[config.mk]
export PLATFORM = sky130hd
export DESIGN_NAME = branch
export DESIGN_NICKNAME = d
export VERILOG_FILES = /design/src/rtl/branch.sv
export SDC_FILE = /design/constraint.sdc
export NUM_CORES = 1
export LEC_CHECK = 0
export CORE_MARGIN = 3
export CORE_UTILIZATION = 35
export CTS_CLUSTER_DIAMETER = 40
export DETAILED_ROUTE_END_ITERATION = 12
export GPL_ROUTABILITY_DRIVEN = 0
export PLACE_DENSITY_LB_ADDON = 0.2
export SLEW_MARGIN = 20
export SYNTH_ARGS = -nofsm -noshare
export SYNTH_HDL_FRONTEND = slang
export SYNTH_SLANG_ARGS = --single-unit
[constraint.sdc]
create_clock -name clk -period 3.7 [get_ports clk]
set_clock_uncertainty 0.1 [all_clocks]
set_input_delay 0.555 -clock clk [delete_from_list [all_inputs] [get_ports clk]]
set_output_delay 0.555 -clock clk [all_outputs]
set_load 0.01 [all_outputs]
[src/rtl/branch.sv]
// branch -- RV32I branch comparator.
//
// Compares two XLEN-bit operands combinationally and provides:
//   dataA, dataB : operands (rs1, rs2)
//   BrUn         : 1 = unsigned compare, 0 = two's-complement signed compare
//   BrEq         : dataA == dataB (combinational, independent of clk)
//   BrLt         : dataA <  dataB under BrUn (combinational, never 1 with BrEq)
//   clk, rst     : clock (rising edge) and asynchronous active-high reset
//   BrEq_r       : BrEq registered on clk
//   BrLt_r       : BrLt registered on clk
//   cmp_err      : sticky self-check mismatch flag, cleared only by rst
//
// Build option: define BRANCH_SELFCHECK_EN to build an independent
// relational-operator comparator that is checked against the primary path
// on every clock edge. Without it, cmp_err is tied to 0.
module branch #(
    parameter int unsigned XLEN = 32
) (
    input  logic [XLEN-1:0] dataA,
    input  logic [XLEN-1:0] dataB,
    input  logic            BrUn,
    output logic            BrEq,
    output logic            BrLt,
    input  logic            clk,
    input  logic            rst,
    output logic            BrEq_r,
    output logic            BrLt_r,
    output logic            cmp_err
);

    // Zero-extended subtraction: bit XLEN is the borrow-out.
    logic [XLEN:0] diff;
    logic          borrow;
    logic          sign_diff;
    logic          lt_raw;

    always_comb begin
        diff      = {1'b0, dataA} - {1'b0, dataB};
        borrow    = diff[XLEN];
        sign_diff = dataA[XLEN-1] ^ dataB[XLEN-1];
        // A zero difference is exactly operand equality.
        BrEq      = (diff[XLEN-1:0] == '0);
        // Signed: differing signs decide by A's sign; equal signs reduce to
        // the unsigned borrow.
        lt_raw    = (!BrUn && sign_diff) ? dataA[XLEN-1] : borrow;
        BrLt      = lt_raw && !BrEq;
    end

    always_ff @(posedge clk or posedge rst) begin
        if (rst) begin
            BrEq_r <= 1'b0;
            BrLt_r <= 1'b0;
        end else begin
            BrEq_r <= BrEq;
            BrLt_r <= BrLt;
        end
    end

`ifdef BRANCH_SELFCHECK_EN
    logic ref_eq;
    logic ref_lt;

    always_comb begin
        ref_eq = (dataA == dataB);
        ref_lt = BrUn ? (dataA < dataB) : ($signed(dataA) < $signed(dataB));
    end

    always_ff @(posedge clk or posedge rst) begin
        if (rst) begin
            cmp_err <= 1'b0;
        end else if ((ref_eq != BrEq) || (ref_lt != BrLt)) begin
            cmp_err <= 1'b1;
        end
    end
`else
    assign cmp_err = 1'b0;
`endif

endmodule

# Word level (Yosys, flattened, before mapping)
# Cells that the tools add are included.
# word_totals
out_inout_bits,5
wordCells,10
regBits,2
# classes
n_addsub,1
reduce_logical,5
mux,1
n_bitwise,1
# ops
cell,count
subtractor 32 x 32 -> 33 bit,1
logical NOT 32 bit,1
logical AND 1 bit,2
logical NOT 1 bit,2
two-way mux 1 bit,1
bitwise XOR 1 bit,1

# Longest topological paths before layout
# logic_depth
depth_word,4
depth_mapped,12
mapped_depth_nobuf,11

# Least setup slack after synthesis
# No wires, ideal clock.
# synth_path
path_type,input to output
from,input dataB[1]
to,output BrEq
cell_stages,11
setup_slack_ps,166
path_buffers,0
arrival_time_ps,2879
t_required_ps,3045
cell_sequence,inv_1 ha_1 nor2b_4 o2111ai_2 nand2_1 a211oi_1 o21ai_1 a221o_1 xnor2_1 a2111oi_2 and4b_1
# synth_between
elab_chain_cells,2
# synth_rtl
element,line_no,source
from (decl),20,"input logic [XLEN-1:0] dataB,"
subtractor 32 x 32 -> 33 bit,38,"diff = {1'b0, dataA} - {1'b0, dataB};"
logical NOT 32 bit,42,BrEq = (diff[XLEN-1:0] == '0);
to (decl),22,"output logic BrEq,"
# No other way between the ends.

# Final worst setup path
# layout_path
from,input dataB[4]
to,output BrEq
# The elaborated chain is that of the path after synthesis.

==> impl_metrics.ini <==
[outcome]
status = complete, but fails checks
violations = setup timing

[clock_tree]
root_buffer = clkbuf_8
cts_num_sinks = 2
cts_tree = yes
cts_made_buffers = 3
cts.path.max_buffers = 2
cts_max_level = 1
path_clk_slew_ns = 0.03

[drt]
avgRoutedWirePerCell_um = 14.3
routed_wl_um = 8350
drtIter0Drc = 233
vias = 3164
viasPerCell = 5.41
detail-route-antenna-nets = 0
drt-pass1-iter-count = 4
drc = 0

[place]
io_buffers = 70
dp_hpwl_um = 6120
placed_cell_area_sq_mm = 0.00371
dp.cells = 564

[logic_synthesis]
yosys.area_share.simple = 0.247
yosys.area.top_type_share = 0.179
synth-xor-area-share = 0.0393
synth_compound_area_frac = 0.367
ys_seq_area_frac = 0.0224
synth_edf_count = 0
yosysTopAreaCell = ha_1
synth-seq-cells = 2
syn-cell-area_sq_mm = 0.00223
ys_warn_count = 0
muxShareOfSynthArea = 0.0269
postSynthCellCount = 332
yosysUniqueCellTypes = 66
syn-num-nets = 431
synthArstFlopShare = 1.00
syn_avg_cell_area_sq_um = 6.72
synthFlopType = dfrtp_1
synth_fa_ha_area_frac = 0.179
yosys-top-cells-area = ha_1, inv_1, a21oi_1, nand2_1, nor2_1
synth_top_family_by_area = compound AO/OA/AOI/OAI gates

[pwr]
p_seq_frac = 0.028
p_int_w = 0.000488
power_density_mw_per_mm2 = 189
total_leakage_power_nw = 2.07
pwr-share-clk = 0.102
ir_drop_mv = 0.178
swShare = 0.424
switchingPower_w = 0.000359
power.total_w = 0.000847
pwr-share-comb = 0.870

[finish]
final_common_cell = buf_4
final_cell_mix = buf_4, nand2_1, inv_1
finalNonFillerCells = 585
fill_cells = 462
diodes = 0
num-nets-final = 611
drive_gt1_frac = 0.441
fin_area_sq_mm = 0.00447
utilization = 0.738
syn2layout_area_growth_pct = 100

[critical_path]
path_class = input port to primary output
crit_path_end_kind = primary output
arrival_ns = 3.19
crit_fanout = 6
required_ns = 3.04
worstSetupStartpointType = input port

[grt]
grt.total_usage = 0.208
antenna_found_initial = 0
grt_pass1_vias = 2928
grt_max_degree = 10
grt_pass1_wl_um = 13000
grt_overflow_total = 0

[worst_hold_path]
worstHoldPathType = input port to asynchronous set/reset pin

[floorplan]
die_area_sq_mm = 0.00737
start_util = 0.368
core.rowCount = 28
core_sq_mm = 0.00606
ios = 72
fp.dieW_um = 85.8
die_h_um = 85.8

[timing]
setup_ws_ns = -0.142
rsz0062_at_grt = yes
period_share = 1.04
fmax_mhz = 260
fin_crit_ns = 3.84
whs_ns = 0.396
finalMaxSlewViolations = 0
finalHoldViolations = 0
finalSetupViolations = 2

[flow_run]
drv_cap = 0
per-stage QoR:
step                setup WS [ns]  setup TNS, ns
CTS                        -0.160         -0.277
finish                     -0.142         -0.227
floorplan                   0.166              0
global route               -0.312         -0.526
global placement           -0.900          -1.71
detailed placement         -0.915          -1.75
synth_stat cells (6+ instances only):
master / count
a21o_1: 8
a21oi_1: 27
a31oi_1: 8
buf_2: 6
ha_1: 32
inv_1: 49
mux2i_1: 6
nand2_1: 32
nand3_1: 7
nand4_1: 11
nor2_1: 20
nor3_1: 7
o211ai_1: 7
o21a_1: 9
o21ai_0: 13
xnor2_1: 8
state kept, by name, summed over array words and instances (netlist names):
| signal | flops |
|---|---|
| BrEq_r | 1 |
| BrLt_r | 1 |
timing repair:
| item | in CTS | in global routing |
|---|---|---|
| endpoints found under the setup margin | 2 | 2 |
| resized for setup | 148 | 60 |
| hold buffers | 0 | 0 |
| setup buffers | 7 | 11 |
| pin swaps | 49 | 32 |
| cloned | 0 | 0 |
area by class of cell:
type	instances	area (sq um)	share of cell area
well taps	75	93.8	0.0210
multi-input cells	267	2480	0.554
inverters	49	186	0.0417
repair buffers	189	1620	0.363
flip-flops and latches	2	50.0	0.0112
clock buffers	3	41.3	0.00924
cell families after synthesis:
group | Yosys count
buf+inv | 63
flops | 2
mux | 6
xor+xnor | 10
other cells | 1
fa+ha+maj | 32
simple gates | 105
compound gates | 113
per-layer routing:
layer  vias to the layer above  routed length [um]  global-route usage
met5                         -                   0                   0
met4                         0                  95              0.0331
met3                        12                 473              0.0192
met2                       112                4200               0.374
met1                      1448                3580               0.272
li1                       1592                   -                   -
worst max-delay path, cell delays in order:
cell and delay [ns]:
clkdlybuf4s15_1 0.18, inv_2 0.04, ha_4 0.30, nand2_1 0.11, a311o_1 0.39, a31o_4 0.24, a2111oi_4 0.45, o21ai_2 0.15
a2111oi_4 0.34, and4b_1 0.27, buf_2 0.15
how the worst max path moves through the flow:
stage | from | end | slack, ns | cells past startpoint
after floorplan | dataB[1] | BrEq | 0.17 | 11
after global placement | dataB[7] | BrEq | -0.90 | 12
after detailed placement | dataB[1] | BrEq | -0.92 | 12
after CTS | dataA[1] | BrEq | -0.16 | 11
after global routing | dataB[6] | BrEq | -0.31 | 16
final | dataB[4] | BrEq | -0.14 | 11
power groups by stage:
stage / logic [W] / clock network, W / registers (W)
3_3_place_gp: 0.000574 / 0 / 0.0000242
4_1_cts: 0.000651 / 0.0000891 / 0.0000241
6_report: 0.000736 / 0.0000863 / 0.0000240
5_1_grt: 0.000797 / 0.0000904 / 0.0000242
2_1_floorplan: 0.000304 / 0 / 0.0000253
3_5_place_dp: 0.000582 / 0 / 0.0000243
Note: power is estimated with default switching activity, not from simulation.
